<file path="config.mk">
export PLATFORM = sky130hd
export DESIGN_NAME = seg7_scan_driver_flat
export DESIGN_NICKNAME = d
export VERILOG_FILES = /design/src/rtl/seg7_scan_driver_if.sv /design/src/rtl/seg7_scan_driver.sv /design/src/flat_wrapper.sv
export SDC_FILE = /design/constraint.sdc
export NUM_CORES = 1
export LEC_CHECK = 0
export BUFFER_PORTS_ARGS = -buffer_cell sky130_fd_sc_hd__buf_2
export CAP_MARGIN = 20
export CORE_MARGIN = 2
export CORE_UTILIZATION = 56
export DETAILED_ROUTE_END_ITERATION = 7
export PLACE_DENSITY = 0.84
export REMOVE_ABC_BUFFERS = 1
export SYNTH_ARGS = -nofsm -noshare
export SYNTH_HDL_FRONTEND = slang
export SYNTH_SLANG_ARGS = --single-unit
</file>
<file path="constraint.sdc">
create_clock -name clk -period 2.2 [get_ports clk]
set_clock_uncertainty 0.05 [all_clocks]
set_input_delay 0.44 -clock clk [delete_from_list [all_inputs] [get_ports clk]]
set_output_delay 0.44 -clock clk [all_outputs]
set_load 0.01 [all_outputs]
</file>
<file path="src/rtl/seg7_scan_driver_if.sv">
// ============================================================================
// seg7_scan_driver_if : scan-enable, digit data and display pins of the driver
// Rev 1.0
// ============================================================================
`default_nettype none

interface seg7_scan_driver_if;
  logic        en;
  logic [15:0] bcd_in;
  logic [3:0]  dp_in;
  logic [6:0]  seg;
  logic        dp;
  logic [3:0]  an;
  logic        frame_done;

  modport master (
    output en, bcd_in, dp_in,
    input  seg, dp, an, frame_done
  );

  modport slave (
    input  en, bcd_in, dp_in,
    output seg, dp, an, frame_done
  );
endinterface

`default_nettype wire

</file>
<file path="src/rtl/seg7_scan_driver.sv">
// ============================================================================
// seg7_scan_driver : 4-digit multiplexed 7-segment scanner with frame snapshot.
// Optional leading-zero blanking when SEG7_LZB_EN is defined.  Rev 1.0
// ============================================================================
`default_nettype none

module seg7_scan_driver #(
  parameter int unsigned SCAN_DIV = 50000
) (
  input  logic               clk,
  input  logic               rst,
  seg7_scan_driver_if.slave  bus
);

  localparam int unsigned     C_PW   = (SCAN_DIV > 1) ? $clog2(SCAN_DIV) : 1;
  localparam logic [C_PW-1:0] C_PMAX = C_PW'(SCAN_DIV - 1);
  localparam logic [6:0]      C_SEG_OFF = 7'h7F;

  logic [C_PW-1:0] pcnt_q, pcnt_d;
  logic [1:0]      idx_q, idx_d;
  logic [15:0]     snap_bcd_q, snap_bcd_d;
  logic [3:0]      snap_dp_q, snap_dp_d;
  logic            primed_q, primed_d;
  logic [6:0]      seg_q, seg_d;
  logic            dp_q, dp_d;
  logic [3:0]      an_q, an_d;
  logic            frame_done_q, frame_done_d;

  logic            tc;
  logic            frame_end;
  logic [3:0]      cur_digit;
  logic [6:0]      cur_seg;

  function automatic logic [6:0] f_decode(input logic [3:0] d);
    case (d)
      4'd0:    f_decode = 7'h40;
      4'd1:    f_decode = 7'h79;
      4'd2:    f_decode = 7'h24;
      4'd3:    f_decode = 7'h30;
      4'd4:    f_decode = 7'h19;
      4'd5:    f_decode = 7'h12;
      4'd6:    f_decode = 7'h02;
      4'd7:    f_decode = 7'h78;
      4'd8:    f_decode = 7'h00;
      4'd9:    f_decode = 7'h10;
      default: f_decode = C_SEG_OFF;
    endcase
  endfunction

  always_comb begin
    tc        = bus.en && (pcnt_q == C_PMAX);
    frame_end = tc && (idx_q == 2'd3);
    cur_digit = snap_bcd_q[{idx_q, 2'b00} +: 4];
    cur_seg   = f_decode(cur_digit);
`ifdef SEG7_LZB_EN
    // A digit is a leading zero when it and every digit above it are zero.
    if (((idx_q == 2'd3) && (snap_bcd_q[15:12] == 4'd0)) ||
        ((idx_q == 2'd2) && (snap_bcd_q[15:8]  == 8'd0)) ||
        ((idx_q == 2'd1) && (snap_bcd_q[15:4]  == 12'd0)))
      cur_seg = C_SEG_OFF;
`endif
  end

  always_comb begin
    pcnt_d       = pcnt_q;
    idx_d        = idx_q;
    snap_bcd_d   = snap_bcd_q;
    snap_dp_d    = snap_dp_q;
    primed_d     = primed_q;
    an_d         = 4'hF;
    seg_d        = C_SEG_OFF;
    dp_d         = 1'b1;
    frame_done_d = 1'b0;

    if (bus.en) begin
      pcnt_d   = tc ? '0 : pcnt_q + 1'b1;
      primed_d = 1'b1;
      if (tc)
        idx_d = idx_q + 2'd1;
      // Snapshot only at frame boundaries so a frame never mixes two values.
      if (frame_end || !primed_q) begin
        snap_bcd_d = bus.bcd_in;
        snap_dp_d  = bus.dp_in;
      end

      an_d         = (pcnt_q == '0) ? 4'hF : ~(4'b0001 << idx_q);
      seg_d        = cur_seg;
      dp_d         = ~snap_dp_q[idx_q];
      frame_done_d = frame_end;
    end
  end

  always_ff @(posedge clk) begin
    if (rst) begin
      pcnt_q       <= '0;
      idx_q        <= 2'd0;
      snap_bcd_q   <= 16'd0;
      snap_dp_q    <= 4'd0;
      primed_q     <= 1'b0;
      seg_q        <= C_SEG_OFF;
      dp_q         <= 1'b1;
      an_q         <= 4'hF;
      frame_done_q <= 1'b0;
    end else begin
      pcnt_q       <= pcnt_d;
      idx_q        <= idx_d;
      snap_bcd_q   <= snap_bcd_d;
      snap_dp_q    <= snap_dp_d;
      primed_q     <= primed_d;
      seg_q        <= seg_d;
      dp_q         <= dp_d;
      an_q         <= an_d;
      frame_done_q <= frame_done_d;
    end
  end

  assign bus.seg        = seg_q;
  assign bus.dp         = dp_q;
  assign bus.an         = an_q;
  assign bus.frame_done = frame_done_q;

endmodule

`default_nettype wire
</file>
<file path="src/flat_wrapper.sv">
// flat-port wrapper written by rule: the top's interface ports become plain ports
module seg7_scan_driver_flat 
#(
  parameter int unsigned SCAN_DIV = 50000
)
  (clk, rst, bus_en, bus_bcd_in, bus_dp_in, bus_seg, bus_dp, bus_an, bus_frame_done);
  seg7_scan_driver_if bus_i ();
  input  logic clk;
  input  logic rst;
  input wire logic [$bits(bus_i.en)-1:0] bus_en;
  input wire logic [$bits(bus_i.bcd_in)-1:0] bus_bcd_in;
  input wire logic [$bits(bus_i.dp_in)-1:0] bus_dp_in;
  output wire logic [$bits(bus_i.seg)-1:0] bus_seg;
  output wire logic [$bits(bus_i.dp)-1:0] bus_dp;
  output wire logic [$bits(bus_i.an)-1:0] bus_an;
  output wire logic [$bits(bus_i.frame_done)-1:0] bus_frame_done;
  assign bus_i.en = bus_en;
  assign bus_i.bcd_in = bus_bcd_in;
  assign bus_i.dp_in = bus_dp_in;
  assign bus_seg = bus_i.seg;
  assign bus_dp = bus_i.dp;
  assign bus_an = bus_i.an;
  assign bus_frame_done = bus_i.frame_done;
  seg7_scan_driver #(.SCAN_DIV(SCAN_DIV)) u_core (.clk(clk), .rst(rst), .bus(bus_i));
endmodule
</file>
==> results of run 1 <==
[cells in the final DEF, fill, tap and decap left out, types with 5 or more instances in the layout]
cell type | Yosys | routed
a21oi_1 | 10 | 10
buf_2 | 3 | 35
clkbuf_8 | 1 | 6
nand4_1 | 6 | 6
xor2_1 | 9 | 9
buf_4 | 2 | 6
nand2_1 | 13 | 13
nand3_1 | 7 | 7
o21ai_0 | 13 | 13
nor2_1 | 13 | 13
nand2b_1 | 42 | 42
mux2i_1 | 22 | 22
mux4_2 | 5 | 5
ha_1 | 11 | 11
dfxtp_1 | 52 | 52
inv_1 | 9 | 9
[metrics by stage]
stage | total power (uW) | TNS, ps
after global routing | 1800 | 0
after global placement | 1190 | 0
after CTS | 1740 | 0
after detailed placement | 1200 | 0
after floorplan | 1130 | -11490
final | 1730 | 0
[area by class of cell]
class                   count  area [sq um]
fillers                   351          1540
well taps                  52          65.1
clock buffers               8          90.1
inverters                   9          33.8
repair buffers             41           220
flip-flops and latches     52          1040
multi-input cells         184          1370
[metal layers]
| metal | vias up | GRT usage [%] | routed length [microns] |
|---|---|---|---|
| met3 | 6 | 4.84 | 175 |
| met2 | 41 | 32.6 | 2210 |
| met5 | - | 0 | 0 |
| met4 | 0 | 7.76 | 66 |
| li1 | 951 | - | - |
| met1 | 844 | 24.2 | 2090 |
[where the power goes]
part | switching [uW] | internal [uW]
sequential | 16.3 | 978
combinational | 89.9 | 90.9
clock | 301 | 257
total | 407 | 1330
[kinds of logic (layout without fill, tap and decap cells)]
| logic type | after synthesis | in the layout | synth area share (%) |
|---|---|---|---|
| multiplexers | 27 | 27 | 13.2 |
| buffers and inverters | 23 | 58 | 4.63 |
| XOR/XNOR | 10 | 10 | 3.48 |
| AO/OA/AOI/OAI | 31 | 31 | 7.31 |
| flip-flops | 52 | 52 | 41.4 |
| adder cells (fa/ha/maj) | 11 | 11 | 5.47 |
| AND/OR/NAND/NOR | 105 | 105 | 24.5 |
[cell usage after synthesis, types with 3 or more instances]
library cell / count / area [sq um]
mux2i_1: 22 / 220
nor3_1: 3 / 15.0
a21oi_1: 10 / 50.1
nor2_1: 13 / 48.8
o21ai_0: 13 / 65.1
clkbuf_1: 6 / 22.5
xor2_1: 9 / 78.8
or3_1: 3 / 18.8
or4_1: 3 / 22.5
buf_2: 3 / 15.0
and2_1: 3 / 18.8
ha_1: 11 / 138
mux4_2: 5 / 113
nand2b_1: 42 / 263
dfxtp_1: 52 / 1040
inv_1: 9 / 33.8
nand3_1: 7 / 35.0
nand2_1: 13 / 48.8
nand4_1: 6 / 37.5
[worst max-delay path by stage]
stage,from,to,cells past startpoint
after floorplan,u_core.pcnt_q[0]$_SDFFE_PP0P_,u_core.snap_bcd_q[0]$_SDFFE_PP0P_,5
after global placement,u_core.idx_q[0]$_SDFFE_PP0P_,u_core.bus.seg[4]$_SDFF_PP1_,6
after detailed placement,bus_en,u_core.pcnt_q[12]$_SDFFE_PP0P_,5
after CTS,u_core.idx_q[0]$_SDFFE_PP0P_,u_core.bus.seg[4]$_SDFF_PP1_,6
after global routing,u_core.idx_q[0]$_SDFFE_PP0P_,u_core.bus.seg[4]$_SDFF_PP1_,6
final,u_core.pcnt_q[10]$_SDFFE_PP0P_,u_core.idx_q[0]$_SDFFE_PP0P_,4
[registers in the layout, summed over array words and instances, names as in the netlist]
name and count:
u_core.bus.seg 7, u_core.snap_dp_q 4, u_core.primed_q 1, u_core.bus.dp 1, u_core.snap_bcd_q 16, u_core.pcnt_q 16
u_core.bus.frame_done 1, u_core.idx_q 2, u_core.bus.an 4
[critical path: stages (launching register included)]
cell and delay, ps:
dfxtp_1 360, or4_4 560, or4_1 560, o21ai_0 230, a21oi_1 90
==> key figures, run 1 <==
Finish
  – Design area: 0.00282 sq mm
  – Ratio of cells with drive above 1 in the final layout: 19.0%
  – Ant diodes: 0
  – Synthesis-to-layout area growth: 11.9%
  – Core Util, Final: 64.7%
  – Layout Cells excl Fill: 346
  – Final #Nets: 327

Placement
  – Port buffer count: 35
  – DP Cell Count: 338
  – Post-DP HPWL: 3.23 mm
  – Placed cell area: 0.00273 sq mm
  – DP Worst Slack: 234 ps
  – Placer Congestion: 0.886

Clocking
  – CTS tree: yes
  – Cts bufs inserted: 5
  – H-tree depth: 2
  – Post-CTS Hold Fix Bufs: 0
  – Clk root buf: clkbuf_8
  – # clock sinks: 52
  – # resized after CTS: 0
  – Clk buf depth: 2
  – Setup bufs post-CTS: 0
  – Worst-skew pair later-pin latency: 310 ps
  – Worst-path clk slew: 90 ps

Setup path
  – FF-to-FF Start: u_core.pcnt_q[10]$_SDFFE_PP0P_
  – Worst Path Max Fanout: 6
  – Register-to-Register Path Depth: 4
  – Worst reg2reg path endpoint: u_core.idx_q[0]$_SDFFE_PP0P_
  – Startpoint types: register
  – Internal reg-to-reg setup slack: 230 ps
  – CP required: 2340 ps
  – Path type of the worst setup path: reg2reg
  – Crit. End Element: register
  – CP arrival: 2120 ps

Min path
  – Hold wc startpoint: bus_dp_in[3]
  – Hold Crit Class: in2reg
  – Hold depth: 3
  – Hold Crit Endpoint: u_core.snap_dp_q[3]$_SDFFE_PP0P_

Routing
  – Routed length per instance: 13.1 microns
  – First DRT Iteration DRCs: 120
  – Via Count: 1,842
  – WL final: 4.54 mm
  – First drt pass iteration count: 4
  – Post-route ant nets: 0
  – DR DRC count: 0
  – Avg Vias per Cell: 5.32

Synthesis
  – Most used DFF post-synth: dfxtp_1
  – #FFs+latches synth: 52
  – Synth cell types: 39
  – Ys async rst share: 0%
  – Synthesized area per cell: 9.71 sq um
  – Post-synth EDFFs: 0
  – YS warnings: 0
  – Post-Syn Area: 0.00251 sq mm
  – Register area share after synthesis: 41.4%
  – Synth Instances: 259

Die
  – Die span in x: 71.0 microns
  – Cell Rows: 24
  – Core Area: 0.00435 sq mm
  – Die height: 71.0 microns
  – Num ports: 36
  – Die area: 0.00504 sq mm
  – Initial Util: 57.8%

STA
  – Final Hold Viols: 0
  – Minimum clock period: 1970 ps
  – Max Fclk: 507 MHz
  – Fin crit share: 89.7%
  – Slew Limit Fails: 0
  – RSZ-0062 raised after global routing: no
  – Worst-margin pin slew: 365 ps
  – Worst slew margin: 75.7%
  – Setup WS post-layout: 227 ps
  – Finish-stage setup viols: 0
  – Hold WS: 323 ps

Pwr
  – Power Density: 616 mW/mm^2
  – Total leakage power: 0.00115 uW
  – Worst vdd ir: 273 uV

GRT
  – First-pass GRT wire length: 7.85 mm
  – GR Overflow Total: 0
  – Gr usage total: 19.5%
  – Initial antenna violation count: 0
  – Number of global-route vias before repair: 1,774
  – Largest net degree at the start of global routing: 36

Run status
  – Status: finished clean

Flow run
  – MaxCap Viol Count: 0
Note: power is estimated with default switching activity, not from simulation.
==> run 2: changes to the inputs <==
Settings changed: ABC_CLOCK_PERIOD_IN_PS set to 2200, CORE_MARGIN 2 to unset, CORE_UTILIZATION 56 to 50, PLACE_DENSITY 0.84 to 0.77.
==> key figures, run 2 (same netlist as run 1, synthesis figures left out) <==
Routing
  – Routed length per instance: 12.5 microns
  – First drt pass iteration count: 4
  – Post-route ant nets: 0
  – WL final: 4.54 mm
  – DR DRC count: 0
  – Avg Vias per Cell: 5.13
  – First DRT Iteration DRCs: 94
  – Via Count: 1,858

Pwr
  – Design Power: 1700 uW
  – Combinational share of power: 10.8%
  – Sw Share: 24.2%
  – Clk network pwr share: 30.6%
  – Total leakage power: 0.00116 uW
  – Internal power: 1290 uW
  – Power Density: 599 mW/mm^2
  – Sequential share of power: 58.6%
  – Sw Pwr: 411 uW
  – Worst vdd ir: 363 uV

Min path
  – Hold Crit Class: in2reg
  – Hold depth: 3
  – Hold Crit Endpoint: u_core.snap_bcd_q[13]$_SDFFE_PP0P_
  – Hold wc startpoint: bus_bcd_in[13]

STA
  – Finish-stage setup viols: 0
  – Minimum clock period: 1980 ps
  – Max Fclk: 504 MHz
  – Worst-margin pin slew: 401 ps
  – RSZ-0062 raised after global routing: no
  – Worst slew margin: 73.2%
  – Hold WS: 326 ps
  – Slew Limit Fails: 0
  – Fin crit share: 90.2%
  – Final Hold Viols: 0

GRT
  – Gr usage total: 19.2%
  – Initial antenna violation count: 0
  – Number of global-route vias before repair: 1,732
  – GR Overflow Total: 0
  – First-pass GRT wire length: 7.80 mm
  – Largest net degree at the start of global routing: 34

Setup path
  – Crit. End Element: register
  – Path type of the worst setup path: reg2reg
  – Worst reg2reg path endpoint: u_core.bus.seg[4]$_SDFF_PP1_
  – CP arrival: 2120 ps
  – Worst Setup SP: u_core.idx_q[0]$_SDFFE_PP0P_
  – Register-to-Register Path Depth: 6
  – Internal reg-to-reg setup slack: 220 ps
  – Worst Path Max Fanout: 6
  – FF-to-FF Start: u_core.idx_q[0]$_SDFFE_PP0P_
  – CP required: 2340 ps
  – Startpoint types: register

Finish
  – Final #Nets: 329
  – Synthesis-to-layout area growth: 12.8%
  – Commonest non-fill, non-tap cell in the layout: dfxtp_1
  – Ant diodes: 0
  – Ratio of cells with drive above 1 in the final layout: 19.7%
  – Most frequent cells in the layout: dfxtp_1 (52), nand2b_1 (42), buf_2 (35)

Clocking
  – # clock sinks: 52
  – CTS tree: yes
  – Clk buf depth: 2
  – Worst-skew pair later-pin latency: 300 ps
  – # resized after CTS: 0
  – Cts bufs inserted: 5
  – Clk root buf: clkbuf_8
  – H-tree depth: 2
  – Worst-path clk slew: 90 ps
  – Post-CTS Hold Fix Bufs: 0
  – Setup bufs post-CTS: 0

Die
  – Num ports: 36
  – Die span in x: 72.9 microns
  – Core Area: 0.00479 sq mm
  – Die height: 72.9 microns
  – Initial Util: 52.5%
  – Die area: 0.00532 sq mm
  – Cell Rows: 25

Placement
  – Placer Congestion: 0.759
  – Port buffer count: 35
  – Post-DP HPWL: 3.11 mm

Run status
  – Status: finished clean

Flow run
  – MaxCap Viol Count: 0
[run 2: critical path, stage by stage, from the launching register on]
cell	delay [ps]
dfxtp_1	570
mux4_2	620
inv_1	130
ha_1	180
nor2b_1	50
a211oi_1	180
o21ai_0	90
[run 2: metrics by stage]
step           util, %  setup TNS (ps)  std cells  setup WS (ps)  instance area [sq um]
3_3_place_gp      57.6               0        355            275                   2760
2_1_floorplan        -          -11490        245           -574                   2430
5_1_grt           59.3               0        362           38.2                   2840
6_report          59.3               0        362            215                   2840
3_5_place_dp      57.6               0        355            195                   2760
4_1_cts           59.3               0        362            179                   2840
[run 2: worst max path at each step]
stage / endpoint / cells past startpoint / slack [ps]
after global routing: u_core.bus.seg[4]$_SDFF_PP1_ / 6 / 40
after CTS: u_core.bus.seg[4]$_SDFF_PP1_ / 6 / 180
final: u_core.bus.seg[4]$_SDFF_PP1_ / 6 / 220
after floorplan: u_core.snap_bcd_q[0]$_SDFFE_PP0P_ / 5 / -570
after global placement: u_core.bus.seg[4]$_SDFF_PP1_ / 6 / 270
after detailed placement: u_core.bus.seg[4]$_SDFF_PP1_ / 6 / 190
[run 2: layout make-up]
type / count / area [sq um]
fillers: 410 / 1950
clock inverters: 1 / 5.00
well taps: 67 / 83.8
clock buffers: 6 / 72.6
repair buffers: 43 / 235
multi-input cells: 184 / 1370
inverters: 9 / 33.8
flip-flops and latches: 52 / 1040
[run 2: layer usage]
layer  GRT usage, %  vias up  routed length (microns)
met4           8.06        0                       87
li1               -      958                        -
met1           25.0      851                     2260
met3           4.70       11                      161
met5              0        -                        0
met2           30.4       38                     2030
[run 2: power by group through the flow]
| stage | sequential, uW | combinational, uW | clock [uW] |
|---|---|---|---|
| finish | 995 | 184 | 520 |
| global route | 999 | 206 | 556 |
| CTS | 995 | 184 | 530 |
| detailed placement | 1020 | 183 | 0 |
| global placement | 1020 | 178 | 0 |
| floorplan | 1020 | 114 | 0 |
==> run 3: changes to the inputs <==
==> constraint.sdc (replaced) <==
create_clock -name clk -period 2.2 [get_ports clk]
set_clock_uncertainty 0.05 [all_clocks]
set_input_delay 0.22 -clock clk [delete_from_list [all_inputs] [get_ports clk]]
set_output_delay 0.22 -clock clk [all_outputs]
set_load 0.01 [all_outputs]
==> key figures, run 3 (same netlist as run 1, synthesis figures left out) <==
Setup path
  – Worst path most repeated cell: inv_1
  – FF-to-FF Start: u_core.idx_q[0]$_SDFFE_PP0P_
  – Path type of the worst setup path: reg2reg
  – Worst reg2reg path endpoint: u_core.bus.seg[3]$_SDFF_PP1_
  – Worst Setup EP: u_core.bus.seg[3]$_SDFF_PP1_
  – Crit. End Element: register
  – Worst Setup SP: u_core.idx_q[0]$_SDFFE_PP0P_
  – Register-to-Register Path Depth: 6
  – CP top delay family: multiplexers
  – CP required: 2380 ps
  – Delay of the slowest cell on the worst path: 630 ps
  – Worst Path Max Fanout: 6
  – CP Cell Sequence: mux4_2 > inv_1 > ha_1 > inv_1 > mux2i_1 > o21ai_0
  – Buffers plus inverters on the worst setup path: 2
  – CP max-delay cell: mux4_2
  – Startpoint types: register
  – Worst path depth: 6
  – Internal reg-to-reg setup slack: 230 ps
  – CP arrival: 2160 ps

Die
  – Initial Util: 52.5%
  – Core Area: 0.00479 sq mm
  – Die height: 72.9 microns
  – Die area: 0.00532 sq mm
  – Cell Rows: 25
  – Die span in x: 72.9 microns
  – Num ports: 36

Clocking
  – Setup bufs post-CTS: 0
  – CTS tree: yes
  – Post-CTS Hold Fix Bufs: 0
  – Clk root buf: clkbuf_8
  – Worst-path clk slew: 90 ps
  – # clock sinks: 52
  – Clk buf depth: 2
  – # resized after CTS: 0
  – H-tree depth: 2
  – Worst-skew pair later-pin latency: 310 ps
  – Cts bufs inserted: 5

STA
  – Final Hold Viols: 0
  – Fin crit share: 89.8%
  – Worst-margin pin slew: 372 ps
  – Finish-stage setup viols: 0
  – Fin Setup TNS: 0 ps
  – Worst slew margin: 75.2%
  – Slew Limit Fails: 0
  – RSZ-0062 raised after global routing: no
  – Hold WS: 105 ps
  – Minimum clock period: 1970 ps
  – Max Fclk: 506 MHz

Routing
  – DR DRC count: 0
  – First drt pass iteration count: 4
  – First DRT Iteration DRCs: 91
  – WL final: 4.46 mm
  – Routed length per instance: 12.4 microns
  – Via Count: 1,877
  – Avg Vias per Cell: 5.20
  – Post-route ant nets: 0

Finish
  – Register area: 0.00104 sq mm
  – Commonest non-fill, non-tap cell in the layout: dfxtp_1
  – Most frequent cells in the layout: dfxtp_1 (52), nand2b_1 (42), buf_2 (35)
  – Ant diodes: 0
  – Final #Nets: 327
  – Core Util, Final: 59.3%
  – Area of the multi-input gates: 0.00137 sq mm
  – Ratio of cells with drive above 1 in the final layout: 19.7%
  – Synthesis-to-layout area growth: 12.8%
  – Fillers: 424

Pwr
  – Sw Share: 23.7%
  – Total leakage power: 0.00116 uW
  – Sequential share of power: 57.5%
  – Power Density: 610 mW/mm^2
  – Combinational share of power: 10.4%
  – Internal power: 1320 uW
  – Sw Pwr: 410 uW
  – Clk network pwr share: 32.1%
  – Worst vdd ir: 416 uV

GRT
  – First-pass GRT wire length: 7.56 mm
  – Number of global-route vias before repair: 1,716
  – GR Overflow Total: 0
  – Largest net degree at the start of global routing: 33
  – Initial antenna violation count: 0
  – Gr usage total: 18.7%

Flow run
  – MaxCap Viol Count: 0

Run status
  – Status: finished clean

Placement
  – Placer Congestion: 0.768
  – Post-DP HPWL: 3.15 mm
  – Port buffer count: 35

Min path
  – Hold Crit Class: in2reg
-- run 3: changes by cell type in the layout (fill, tap and decap cells not counted) --
cell / previous run / this run
clkbuf_8: 5 / 6
buf_4: 8 / 6
clkinv_2: 1 / 2
clkbuf_1: 1 / 0
-- run 3: layer usage --
layer  routed length (microns)  GRT usage (%)  up-vias
met5                         0              0        -
met4                        70           8.71        0
met3                       137           4.97        6
met2                      2120           31.3       33
met1                      2140           22.4      883
li1                          -              -      955
-- run 3: stage by stage --
step | cell area [sq um] | power (uW) | setup slack, ps | cells
2_1_floorplan | 2430 | 1130 | -574 | 245
3_3_place_gp | 2740 | 1190 | 279 | 353
3_5_place_dp | 2740 | 1200 | 226 | 353
4_1_cts | 2840 | 1750 | 210 | 361
5_1_grt | 2840 | 1810 | 73.6 | 361
6_report | 2840 | 1730 | 225 | 361
-- run 3: cell type report --
class                           count  area share [%]
Clock buffer                        6            2.91
Clock inverter                      2           0.353
Inverter                            9            1.19
Multi-Input combinational cell    184            48.1
Sequential cell                    52            36.7
Tap cell                           67            2.96
Timing Repair Buffer               41            7.76
-- run 3: worst register-to-register path: stages (launching register included) --
cell	delay [ps]
dfxtp_1	550
mux4_2	630
inv_1	150
ha_1	250
inv_1	70
mux2i_1	70
o21ai_0	140
-- run 3: worst min-delay path by stage --
stage / start / end / cells after the start
6_report: bus_bcd_in[15] / u_core.snap_bcd_q[15]$_SDFFE_PP0P_ / 3
4_1_cts: bus_bcd_in[15] / u_core.snap_bcd_q[15]$_SDFFE_PP0P_ / 3
2_1_floorplan: rst / u_core.idx_q[0]$_SDFFE_PP0P_ / 1
3_5_place_dp: u_core.primed_q$_SDFFE_PP0P_ / u_core.primed_q$_SDFFE_PP0P_ / 2
5_1_grt: bus_bcd_in[4] / u_core.snap_bcd_q[4]$_SDFFE_PP0P_ / 3
3_3_place_gp: u_core.primed_q$_SDFFE_PP0P_ / u_core.primed_q$_SDFFE_PP0P_ / 2
-- run 3: power groups by stage --
stage          clock [uW]  sequential (uW)  combinational [uW]
3_3_place_gp            0             1020                 176
3_5_place_dp            0             1020                 180
4_1_cts               575              995                 180
6_report              555              995                 180
2_1_floorplan           0             1020                 114
5_1_grt               606             1000                 200
